## src/rtl/stage5_pkg.sv

```systemverilog
// Shared types and default sizing for the stage-5 interval-histogram sequencer.
package stage5_pkg;

    localparam int unsigned DEF_PARALLEL  = 2;
    localparam int unsigned DEF_INTERVALS = 8;
    localparam int unsigned DEF_CNT_W     = 16;

    typedef enum logic [1:0] {
        IDLE  = 2'd0,
        CLEAR = 2'd1,
        RUN   = 2'd2,
        DONE  = 2'd3
    } ctrl_state_e;

    typedef logic [DEF_CNT_W-1:0]     cnt_t;
    typedef cnt_t [DEF_INTERVALS-1:0] lane_cnt_t;
    typedef logic [DEF_INTERVALS-1:0] onehot_t;

endpackage

```

## src/rtl/stage5_lane_state.sv

```systemverilog
// One lane's architectural histogram state: interval counts, running max and winning mode.
module stage5_lane_state
    import stage5_pkg::*;
#(
    parameter int unsigned INTERVALS = DEF_INTERVALS,
    parameter int unsigned CNT_W     = DEF_CNT_W
) (
    input  logic                       clk_i,
    input  logic                       rst_ni,
    input  logic                       clear_i,
    input  logic                       commit_i,
    input  logic                       uadd_i,
    input  logic [INTERVALS*CNT_W-1:0] cnt_nxt_i,
    input  logic [CNT_W-1:0]           max_nxt_i,
    input  logic [INTERVALS-1:0]       mode_nxt_i,
    output logic [INTERVALS*CNT_W-1:0] cnt_o,
    output logic [CNT_W-1:0]           max_o,
    output logic [INTERVALS-1:0]       mode_o
);

    logic [INTERVALS*CNT_W-1:0] cnt_q, cnt_d;
    logic [CNT_W-1:0]           max_q, max_d;
    logic [INTERVALS-1:0]       mode_q, mode_d;

    // Max and mode only move on uadd so the datapath's zeroed candidates never land.
    always_comb begin
        cnt_d  = cnt_q;
        max_d  = max_q;
        mode_d = mode_q;
        if (clear_i) begin
            cnt_d  = '0;
            max_d  = '0;
            mode_d = '0;
        end else if (commit_i) begin
            cnt_d = cnt_nxt_i;
            if (uadd_i) begin
                max_d  = max_nxt_i;
                mode_d = mode_nxt_i;
            end
        end
    end

    always_ff @(posedge clk_i or negedge rst_ni) begin
        if (!rst_ni) begin
            cnt_q  <= '0;
            max_q  <= '0;
            mode_q <= '0;
        end else begin
            cnt_q  <= cnt_d;
            max_q  <= max_d;
            mode_q <= mode_d;
        end
    end

    assign cnt_o  = cnt_q;
    assign max_o  = max_q;
    assign mode_o = mode_q;

endmodule

```

## src/rtl/stage5_seq_ctrl.sv

```systemverilog
// Job sequencer for the stage-5 histogram datapath: clears, commits beats, signals completion.
module stage5_seq_ctrl
    import stage5_pkg::*;
#(
    parameter int unsigned PARALLEL  = DEF_PARALLEL,
    parameter int unsigned INTERVALS = DEF_INTERVALS,
    parameter int unsigned CNT_W     = DEF_CNT_W
) (
    input  logic                                CLK_i,
    input  logic                                RST_ni,
    input  logic                                start_i,
    input  logic                                abort_i,
    input  logic [CNT_W-1:0]                    j_size_i,
    input  logic                                in_valid_i,
    output logic                                in_ready_o,
    output logic [PARALLEL*INTERVALS*CNT_W-1:0] cnt_o,
    input  logic [PARALLEL*INTERVALS*CNT_W-1:0] cnt_nxt_i,
    output logic [PARALLEL*CNT_W-1:0]           max_o,
    input  logic [PARALLEL*CNT_W-1:0]           max_nxt_i,
    input  logic [PARALLEL-1:0]                 uadd_i,
    input  logic [PARALLEL*INTERVALS-1:0]       mode_nxt_i,
    output logic [PARALLEL*INTERVALS-1:0]       best_mode_o,
    output logic                                busy_o,
    output logic                                done_o,
    output logic [CNT_W-1:0]                    step_o
);

    ctrl_state_e      state_q, state_d;
    logic [CNT_W-1:0] jsize_q, jsize_d;
    logic [CNT_W-1:0] step_q, step_d;
    logic [CNT_W-1:0] step_inc;
    logic             lane_clear;
    logic             lane_commit;
    logic             in_ready;
    logic             busy;
    logic             done;

    assign step_inc = step_q + 1'b1;

    always_comb begin
        state_d     = state_q;
        jsize_d     = jsize_q;
        step_d      = step_q;
        lane_clear  = 1'b0;
        lane_commit = 1'b0;
        in_ready    = 1'b0;
        busy        = 1'b0;
        done        = 1'b0;
        unique case (state_q)
            IDLE: begin
                if (start_i) begin
                    jsize_d = j_size_i;
                    state_d = CLEAR;
                end
            end
            CLEAR: begin
                busy = 1'b1;
                if (abort_i) begin
                    state_d = IDLE;
                end else begin
                    lane_clear = 1'b1;
                    step_d     = '0;
                    state_d    = (jsize_q != '0) ? RUN : DONE;
                end
            end
            RUN: begin
                busy     = 1'b1;
                in_ready = 1'b1;
                // Abort wins over a beat presented in the same cycle.
                if (abort_i) begin
                    state_d = IDLE;
                end else if (in_valid_i) begin
                    lane_commit = 1'b1;
                    step_d      = step_inc;
                    if (step_inc == jsize_q) begin
                        state_d = DONE;
                    end
                end
            end
            DONE: begin
                state_d = IDLE;
                done    = !abort_i;
            end
            default: state_d = IDLE;
        endcase
    end

    always_ff @(posedge CLK_i or negedge RST_ni) begin
        if (!RST_ni) begin
            state_q <= IDLE;
            jsize_q <= '0;
            step_q  <= '0;
        end else begin
            state_q <= state_d;
            jsize_q <= jsize_d;
            step_q  <= step_d;
        end
    end

    for (genvar l = 0; l < PARALLEL; l++) begin : g_lane
        stage5_lane_state #(
            .INTERVALS (INTERVALS),
            .CNT_W     (CNT_W)
        ) u_lane (
            .clk_i      (CLK_i),
            .rst_ni     (RST_ni),
            .clear_i    (lane_clear),
            .commit_i   (lane_commit),
            .uadd_i     (uadd_i[l]),
            .cnt_nxt_i  (cnt_nxt_i[l*INTERVALS*CNT_W +: INTERVALS*CNT_W]),
            .max_nxt_i  (max_nxt_i[l*CNT_W +: CNT_W]),
            .mode_nxt_i (mode_nxt_i[l*INTERVALS +: INTERVALS]),
            .cnt_o      (cnt_o[l*INTERVALS*CNT_W +: INTERVALS*CNT_W]),
            .max_o      (max_o[l*CNT_W +: CNT_W]),
            .mode_o     (best_mode_o[l*INTERVALS +: INTERVALS])
        );
    end

    assign in_ready_o = in_ready;
    assign busy_o     = busy;
    assign done_o     = done;
    assign step_o     = step_q;

endmodule

```

## config.mk

```make
export PLATFORM = sky130hd
export DESIGN_NAME = stage5_seq_ctrl
export DESIGN_NICKNAME = d
export VERILOG_FILES = /design/src/rtl/stage5_pkg.sv /design/src/rtl/stage5_lane_state.sv /design/src/rtl/stage5_seq_ctrl.sv
export SDC_FILE = /design/constraint.sdc
export NUM_CORES = 1
export LEC_CHECK = 0
export ABC_AREA = 1
export BUFFER_PORTS_ARGS = -buffer_cell sky130_fd_sc_hd__buf_4
export CELL_PAD_IN_SITES_DETAIL_PLACEMENT = 1
export CELL_PAD_IN_SITES_GLOBAL_PLACEMENT = 1
export CORE_AREA = 2 2 256 258
export DETAILED_ROUTE_END_ITERATION = 8
export DIE_AREA = 0 0 258 260
export PLACE_DENSITY = 0.67
export RECOVER_POWER = 50
export SYNTH_ARGS = -nofsm -noshare
export SYNTH_HDL_FRONTEND = slang
export SYNTH_SLANG_ARGS = --single-unit
export TNS_END_PERCENT = 50
```

## constraint.sdc

```tcl
create_clock -name CLK_i -period 2.31 [get_ports CLK_i]
set_input_delay 0.1155 -clock CLK_i [delete_from_list [all_inputs] [get_ports CLK_i]]
set_output_delay 0.1155 -clock CLK_i [all_outputs]
set_load 0.01 [all_outputs]
```

==> impl_metrics.json, run 1 <==
{
  "fin_skew_ns": 0.02203,
  "dr_wl_met3_um": 4356,
  "wl_met1_um": 25900,
  "fin_area_sq_um": 24620,
  "hp-start": "abort_i",
  "power.total_uw": 20400,
  "hold_violations": 0,
  "layout.nets": 2923,
  "clkPwrFrac": 0.333,
  "port_buffers": 649,
  "num_rows": 93,
  "yosys.area_share.adder": 0.005231,
  "grt_pass1_wl_um": 103800,
  "start_util": 0.2238,
  "drive_above_1_share": 0.2466,
  "endpoint_kind": "register",
  "finalNonFillerCells": 3478,
  "min_period_over_period": 0.9405,
  "swShare": 0.3439,
  "clockBufferDepth": 3,
  "outcome": "finished, violations left",
  "slew_violations": 61,
  "design.core.area_sq_um": 64120,
  "power_frac_seq": 0.377,
  "r2r_setup_slack_ns": 0.14,
  "synthXorXnorAreaFrac": 0.004360,
  "vdd_drop_max_mv": 0.8313,
  "numCtsBuffers": 42,
  "worstPathArrival_ns": 2.59,
  "synth_cells": 1633,
  "hold_path_end": "state_q[0]",
  "reg2regPathDepth": 12,
  "antenna_found_initial": 5,
  "yosys_register_bits": 338,
  "relSlewSlack": -0.3497,
  "violations": "capacitance limit, slew limit",
  "p_leak_uw": 0.01228,
  "die-area_sq_um": 67080,
  "cp.required_ns": 2.73,
  "totalWireLength_um": 68520,
  "layout_common_cells": "buf_4, nand2_1, nand3_1",
  "routedWlPerCell_um": 19.70,
  "rr_startpoint": "state_q[0]",
  "hold_ws_ns": 0.04639,
  "dp_hpwl_um": 44530,
  "synth_top_family_by_area": "simple AND/OR/NAND/NOR gates",
  "dr.pass1.iters": 5,
  "vias": 16090,
  "final_util": 0.3841,
  "syn2layout_area_growth_pct": 71.60,
  "r2r_end": "g_lane[1].u_lane.max_o[0]",
  "maxCapViolCount": 1,
  "wl_met2_um": 34770,
  "whs_path_depth": 5,
  "grt_max_degree": 103,
  "top_layer": "met5",
  "chipWidth_um": 258,
  "muxShareOfSynthArea": 0.003139,
  "synthesis.nets": 1966,
  "yosysWarningCount": 0,
  "netlist_area_sq_um": 14350,
  "crit_type": "reg -> reg",
  "drc_errors": 0,
  "synth_cell_types": 28,
  "gp_congestion": 0.8839,
  "io_pins": 650,
  "gr-usage-all-layers": 0.1956,
  "tightest_slew_ns": 2.025,
  "viasPerCell": 4.626,
  "layout_commonest_cell": "buf_4",
  "die_h_um": 260,
  "clk_pin_slew_ns": 0.06,
  "grt.overflow.total": 0,
  "fin_crit_ns": 2.172,
  "synth_compound_area_frac": 0.06496,
  "comb_power_share": 0.290,
  "rsz0062_at_grt": "yes",
  "start_kind": "register",
  "grt_pass1_vias": 17980,
  "p_per_area_nw_per_um2": 828.6,
  "holdCritPathClass": "in -> reg",
  "yosysSeqAreaShare": 0.5894,
  "yosys.area_share.simple": 0.2740,
  "cts_max_level": 2,
  "dpl_cell_area_sq_um": 20450,
  "worstPathMaxFanout": 23,
  "p_int_uw": 13390,
  "setup_viol": 0,
  "drtAntennaViolNets": 0,
  "drt_iter0_drc": 853,
  "cts_tree": "done",
  "root_buffer": "clkbuf_16",
  "synth_area_per_cell_sq_um": 8.788,
  "fmax_ghz": 0.4603,
  "clock_latency_ns": 0.57,
  "dp.cells": 3070,
  "fill_cells": 7512,
  "cts_sinks": 338,
  "netSwitchingPower_uw": 7018
}
==> worst max path at each step <==
stage / start / endpoint / slack, ns / depth (start not counted)
2_1_floorplan: state_q[0] / g_lane[0].u_lane.cnt_o[108] / 0.40 / 11
3_3_place_gp: state_q[0] / g_lane[0].u_lane.cnt_o[122] / 0.16 / 10
3_5_place_dp: state_q[0] / g_lane[1].u_lane.cnt_o[119] / 0.07 / 10
4_1_cts: state_q[0] / g_lane[1].u_lane.cnt_o[119] / 0.06 / 10
5_1_grt: step_o[0] / state_q[1] / -0.02 / 16
6_report: state_q[0] / g_lane[1].u_lane.max_o[0] / 0.14 / 12
==> synth_stat cells <==
library cell,count,area share
nand4_1,7,0.0031
xor2_1,2,0.0012
a21oi_1,116,0.040
nand2_2,9,0.0039
nor3_1,2,0.00070
buf_4,8,0.0042
nor2_1,28,0.0073
nand3_2,1,0.00070
nand3_1,397,0.14
clkinv_1,1,0.00026
xnor3_1,2,0.0031
dfrtp_1,338,0.59
nand3b_1,3,0.0016
nor2_4,5,0.0039
buf_2,15,0.0052
buf_1,11,0.0029
o21ai_0,54,0.019
o21bai_1,1,0.00052
nand2_1,429,0.11
nor2_2,3,0.0013
inv_2,2,0.00052
inv_1,90,0.024
mux2_2,4,0.0031
ha_1,6,0.0052
nor4_1,2,0.00087
clkbuf_1,85,0.022
o22ai_1,11,0.0048
o21ai_1,1,0.00035
==> flip-flops by register name, summed over array words and instances (netlist names) <==
name and cells:
g_lane.u_lane.mode_o 16, jsize_q 16, g_lane.u_lane.max_o 32, state_q 2, g_lane.u_lane.cnt_o 256, step_o 16
==> per-layer routing <==
layer,track usage,vias to the layer above
met4,0.09891,4
met5,0,-
li1,-,7298
met1,0.2149,7996
met2,0.3507,600
met3,0.04795,191
==> cells by family after synthesis <==
| logic type | Yosys count |
|---|---|
| AOI/OAI and AO/OA | 183 |
| xor gates and xnor gates | 4 |
| adders and majority gates | 6 |
| buffers and inverters | 212 |
| DFF | 338 |
| muxes | 4 |
| and+or+nand+nor | 886 |
==> cell type report <==
cell class / count / area [sq um] / share of cell area
repair buffers: 1032 / 8252 / 0.3351
flip-flops and latches: 338 / 8459 / 0.3435
clock inverters: 11 / 111.4 / 0.004522
well taps: 855 / 1070 / 0.04344
multi-input cells: 1083 / 5067 / 0.2058
inverters: 93 / 364.1 / 0.01479
clock buffers: 63 / 1294 / 0.05254
diodes: 3 / 7.507 / 0.0003049
==> repair_timing <==
item	4_1_cts	5_1_grt
setup buffers	0	5
endpoints found under the hold margin	459	0
hold buffers	324	0
endpoints found under the setup margin	0	149
resized for setup	0	13
==> worst max-delay path, stage by stage (launching register included) <==
cell     delay (ns)
dfrtp_1        0.41
inv_1          0.13
ha_2           0.22
inv_1          0.05
nor2_1         0.14
inv_1          0.12
nor2_4         0.18
buf_12         0.14
buf_12         0.14
nand2_1        0.09
buf_6          0.19
nand3_1        0.12
o21ai_0        0.12
==> power by group through the flow <==
stage | clock, uW | sequential [uW] | combinational, uW
2_1_floorplan | 0 | 8050 | 2140
3_3_place_gp | 0 | 7720 | 5600
3_5_place_dp | 0 | 7770 | 5750
4_1_cts | 6960 | 7680 | 6220
5_1_grt | 7190 | 7820 | 6430
6_report | 6790 | 7700 | 5920
==> per-stage QoR <==
stage | setup slack, ns | setup TNS [ns]
after detailed placement | 0.07154 | 0
after floorplan | 0.4029 | 0
final | 0.1375 | 0
after CTS | 0.05631 | 0
after global routing | -0.01769 | -0.03641
after global placement | 0.1619 | 0
Power figures use the tool's default switching activity.
==> run 2, diff against run 1 <==
--- a/config.mk
+++ b/config.mk
@@ -10,8 +10,10 @@
 export CELL_PAD_IN_SITES_DETAIL_PLACEMENT = 1
 export CELL_PAD_IN_SITES_GLOBAL_PLACEMENT = 1
 export CORE_AREA = 2 2 256 258
+export CTS_CLUSTER_DIAMETER = 100
 export DETAILED_ROUTE_END_ITERATION = 8
 export DIE_AREA = 0 0 258 260
+export HOLD_SLACK_MARGIN = 0.06
 export PLACE_DENSITY = 0.67
 export RECOVER_POWER = 50
 export SYNTH_ARGS = -nofsm -noshare
==> impl_metrics.json, run 2 (synthesized netlist as in run 1, its figures left out) <==
{
  "outcome": "finished, violations left",
  "violations": "capacitance limit, slew limit",
  "power_frac_seq": 0.377,
  "swShare": 0.3439,
  "crit_family": "buffers and inverters",
  "fill_cells": 7510,
  "layout_common_cells": "buf_4, nand2_1, nand3_1",
  "fin_skew_ns": 0.02280,
  "grt.overflow.total": 0,
  "antenna_found_initial": 5,
  "cts_max_level": 2,
  "grt_max_degree": 103,
  "slew_violations": 61,
  "dp.cells": 3070,
  "grt_pass1_vias": 17990,
  "dp_hpwl_um": 44530,
  "drt_iter0_drc": 829,
  "vdd_drop_max_mv": 0.8354,
  "start_kind": "register",
  "setup_viol": 0,
  "vias": 16120,
  "clockBufferDepth": 3,
  "gr-usage-all-layers": 0.1957,
  "worstPathMaxFanout": 35,
  "drive_above_1_share": 0.2465,
  "die-area_sq_um": 67080,
  "routedWlPerCell_um": 19.71,
  "min_period_over_period": 0.9404,
  "finalNonFillerCells": 3479,
  "p_per_area_nw_per_um2": 828.3,
  "clock_latency_ns": 0.57,
  "slowest_stage": "dfrtp_1",
  "holdCritPathClass": "in -> reg",
  "totalWireLength_um": 68560,
  "drc_errors": 0,
  "comb_power_share": 0.290,
  "fin_crit_ns": 2.172,
  "cp.required_ns": 2.80,
  "layout.nets": 2924,
  "root_buffer": "clkbuf_16",
  "clk_pin_slew_ns": 0.06,
  "cts_tree": "done",
  "dr.pass1.iters": 5,
  "port_buffers": 649,
  "netSwitchingPower_uw": 7017,
  "design.core.area_sq_um": 64120,
  "seq_area_sq_um": 8459,
  "die_h_um": 260,
  "path_buf_inv": 6,
  "crit_type": "reg -> reg",
  "endpoint_kind": "register",
  "numCtsBuffers": 42,
  "drtAntennaViolNets": 0,
  "multi_input_area_sq_um": 5067,
  "rsz0062_at_grt": "yes",
  "clkPwrFrac": 0.333,
  "p_leak_uw": 0.01228,
  "largest_register_ffs": 256,
  "layout_commonest_cell": "buf_4",
  "syn2layout_area_growth_pct": 71.67,
  "start_util": 0.2238,
  "final_util": 0.3842,
  "worstPathArrival_ns": 2.67,
  "tightest_slew_ns": 2.026,
  "chipWidth_um": 258,
  "gp_congestion": 0.8839,
  "p_int_uw": 13390,
  "fmax_ghz": 0.4603,
  "path_cells": "inv_1 > ha_2 > inv_1 > nor2_1 > inv_1 > nor2_4 > buf_12 > buf_12 > buf_12 > nand3_1 > nand2_1",
  "hold_violations": 0,
  "num_rows": 93,
  "viasPerCell": 4.633,
  "relSlewSlack": -0.3506,
  "cts_sinks": 338,
  "maxCapViolCount": 1,
  "io_pins": 650,
  "grt_pass1_wl_um": 103800,
  "slowest_delay_ns": 0.41
}
run 2: cell count changes in the layout (fill, tap and decap cells not counted):
| cell | previous run | this run |
|---|---|---|
| dlygate4sd3_1 | 324 | 325 |
run 2: timing repair:
item	in CTS	in global routing
hold buffers	325	0
hold endpoints to repair	638	0
setup endpoints to repair	0	149
gates resized for setup	0	13
buffers inserted	0	5
run 2: stage by stage:
step | total power, uW | setup slack, ns | TNS, ns | hold slack [ns] | cell area, sq um
floorplan | 10180 | 0.4029 | 0 | -0.1801 | 14350
global placement | 13320 | 0.1619 | 0 | 0.1353 | 20450
detailed placement | 13510 | 0.07154 | 0 | 0.1444 | 20450
CTS | 20860 | 0.05631 | 0 | 0.1238 | 25110
global route | 21430 | -0.01769 | -0.03643 | 0.2888 | 24630
finish | 20400 | 0.1377 | 0 | 0.2778 | 24630
run 2: final cells by class:
cell class,count,share of cell area
antenna,3,0.0003047
clock buffer,63,0.05252
clock inverter,11,0.004520
inverter,93,0.01478
multi-input combinational,1083,0.2057
sequential,338,0.3434
tap,855,0.04343
timing repair buffer,1033,0.3354
run 2: tightest hold or removal path: cells and delay by family:
family                 cells  cell delay (ns)
and+or+nand+nor            2             0.16
AOI/OAI and AO/OA          1             0.06
buffers and inverters      3             0.43
run 2: per-layer routing:
metal | up-vias | track usage | wire [um]
li1 | 7296 | - | -
met1 | 8008 | 0.2149 | 25980
met2 | 619 | 0.3509 | 34800
met3 | 190 | 0.04795 | 4297
met4 | 4 | 0.09907 | 3451
met5 | - | 0 | 29
run 2: worst paths after layout:
path                                                     to  slack, ns  cells past startpoint                       start
worst max-delay path             g_lane[0].u_lane.cnt_o[87]       0.14                     11                  state_q[0]
worst min-delay path             g_lane[1].u_lane.cnt_o[70]       0.28                      6                  in_valid_i
worst max register to register   g_lane[0].u_lane.cnt_o[87]       0.14                     11                  state_q[0]
worst min register to register   g_lane[0].u_lane.cnt_o[97]       0.49                      2  g_lane[0].u_lane.cnt_o[97]
max in group asynchronous        g_lane[1].u_lane.cnt_o[74]       0.31                      3                      RST_ni
min in group asynchronous       g_lane[0].u_lane.cnt_o[121]       0.66                      2                      RST_ni
run 2: power groups by stage:
stage	Sequential, uW	Combinational, uW	Clock, uW
detailed placement	7770	5750	0
CTS	7680	6220	6960
global route	7820	6430	7190
global placement	7720	5600	0
floorplan	8050	2140	0
finish	7700	5920	6790
==> run 3, diff against run 2 <==
--- a/config.mk
+++ b/config.mk
@@ -14,7 +14,7 @@
 export DETAILED_ROUTE_END_ITERATION = 8
 export DIE_AREA = 0 0 258 260
 export HOLD_SLACK_MARGIN = 0.06
-export PLACE_DENSITY = 0.67
+export PLACE_DENSITY_LB_ADDON = 0.1
 export RECOVER_POWER = 50
 export SYNTH_ARGS = -nofsm -noshare
 export SYNTH_HDL_FRONTEND = slang
==> constraint.sdc (replaced) <==
create_clock -name CLK_i -period 2.5 [get_ports CLK_i]
set_input_delay 0.125 -clock CLK_i [delete_from_list [all_inputs] [get_ports CLK_i]]
set_output_delay 0.125 -clock CLK_i [all_outputs]
set_load 0.01 [all_outputs]
==> impl_metrics.json, run 3 (synthesized netlist as in run 1, its figures left out) <==
{
  "ctsResizeCount": 0,
  "start_util": 0.2238,
  "root_buffer": "clkbuf_16",
  "die_h_um": 260,
  "dr.pass1.iters": 4,
  "setup_tns_ns": 0,
  "viasPerCell": 4.442,
  "reg2regPathDepth": 10,
  "fin_skew_ns": 0.01459,
  "chipWidth_um": 258,
  "power.total_uw": 19010,
  "grt.overflow.total": 0,
  "hold_violations": 0,
  "cts_sinks": 338,
  "totalWireLength_um": 67770,
  "endpoint_kind": "register",
  "drive_above_1_share": 0.2384,
  "die-area_sq_um": 67080,
  "layout.nets": 2913,
  "cp.required_ns": 2.99,
  "io_pins": 650,
  "grt_pass1_vias": 17030,
  "slew_violations": 54,
  "num_rows": 93,
  "start_kind": "register",
  "p_leak_uw": 0.01220,
  "drc_errors": 0,
  "setup_viol": 0,
  "clk_pin_slew_ns": 0.06,
  "vdd_drop_max_mv": 0.4440,
  "clock_latency_ns": 0.57,
  "layout_commonest_cell": "buf_4",
  "r2r_setup_slack_ns": 0.27,
  "grt_pass1_wl_um": 102800,
  "maxCapViolCount": 1,
  "outcome": "finished, violations left",
  "relSlewSlack": -0.1244,
  "tightest_slew_ns": 1.687,
  "gr-usage-all-layers": 0.1971,
  "routedWlPerCell_um": 19.54,
  "p_per_area_nw_per_um2": 776.1,
  "hold_path_end": "g_lane[1].u_lane.max_o[15]",
  "rsz0062_at_grt": "no",
  "largest_register_ffs": 256,
  "cts_tree": "done",
  "port_buffers": 649,
  "holdCritPathClass": "in -> reg",
  "design.core.area_sq_um": 64120,
  "vias": 15410,
  "crit_type": "reg -> reg",
  "drt_iter0_drc": 681,
  "layout_common_cells": "buf_4, nand2_1, nand3_1",
  "whs_path_depth": 5,
  "gp_congestion": 0.8117,
  "drtAntennaViolNets": 0,
  "numCtsBuffers": 46,
  "syn2layout_area_growth_pct": 70.66,
  "antenna_found_initial": 2,
  "hp-start": "uadd_i[1]",
  "cts_max_level": 2,
  "worstPathMaxFanout": 19,
  "min_period_over_period": 0.8922,
  "dp_hpwl_um": 47530,
  "violations": "capacitance limit, slew limit",
  "fmax_ghz": 0.4483,
  "fin_crit_ns": 2.231,
  "r2r_end": "g_lane[1].u_lane.max_o[15]",
  "rr_startpoint": "state_q[0]",
  "clockBufferDepth": 3,
  "worstPathArrival_ns": 2.72,
  "grt_max_degree": 101
}
## run 3: power breakdown
| group | total (uW) | switching [uW] | internal [uW] |
|---|---|---|---|
| Sequential | 7070 | 634 | 6440 |
| Combinational | 5500 | 3320 | 2180 |
| Clock | 6440 | 2530 | 3910 |
| Total | 19000 | 6490 | 12500 |
## run 3: layer usage
layer / track usage / vias to the layer above / part of all wire / wire (um)
met5: 0 / - / 0.00010 / 7
met4: 0.07611 / 2 / 0.037 / 2529
met3: 0.05478 / 122 / 0.065 / 4417
met2: 0.3452 / 450 / 0.50 / 34070
met1: 0.2282 / 7551 / 0.39 / 26740
li1: - / 7283 / - / -
## run 3: metrics by stage
stage | cells | hold slack (ns) | worst slack [ns] | cell area, sq um | util
finish | 3469 | 0.1078 | 0.2695 | 24490 | 0.3820
CTS | 3467 | 0.07037 | 0.1646 | 25100 | 0.3915
detailed placement | 3061 | 0.1125 | 0.3162 | 20380 | 0.3179
global route | 3469 | 0.1069 | 0.05005 | 24490 | 0.3820
global placement | 3061 | 0.1175 | 0.3672 | 20380 | 0.3179
floorplan | 1633 | -0.1706 | 0.5929 | 14350 | -
## run 3: worst max path at each step
stage / from / endpoint / slack (ns) / cells after the start
after floorplan: state_q[0] / g_lane[0].u_lane.cnt_o[108] / 0.59 / 11
after global placement: state_q[0] / g_lane[1].u_lane.cnt_o[51] / 0.37 / 10
after detailed placement: state_q[0] / g_lane[0].u_lane.cnt_o[108] / 0.32 / 10
after CTS: state_q[0] / g_lane[0].u_lane.mode_o[7] / 0.16 / 10
after global routing: state_q[0] / g_lane[1].u_lane.cnt_o[125] / 0.05 / 11
final: state_q[0] / g_lane[1].u_lane.max_o[15] / 0.27 / 10
## run 3: layout make-up
class / instances / area [sq um]
diodes: 1 / 2.502
repair buffers: 1018 / 8068
clock buffers: 75 / 1401
fillers: 7525 / 39630
well taps: 855 / 1070
multi-input cells: 1083 / 5060
flip-flops and latches: 338 / 8458
inverters: 93 / 364.1
clock inverters: 6 / 66.31
## run 3: critical path, cell delays in order, from the launching register on
cell and delay (ns):
dfrtp_1 0.41, inv_1 0.11, ha_1 0.19, inv_1 0.05, nor2_1 0.15, inv_1 0.12
nor2_4 0.18, buf_12 0.18, nand3_1 0.08, dlygate4sd3_1 0.56, a21oi_1 0.14
## run 3: repair_timing
action | CTS | global route
hold buffers | 325 | 0
setup buffers | 0 | 1
endpoints found under the hold margin | 637 | 0
setup endpoints to repair | 0 | 2
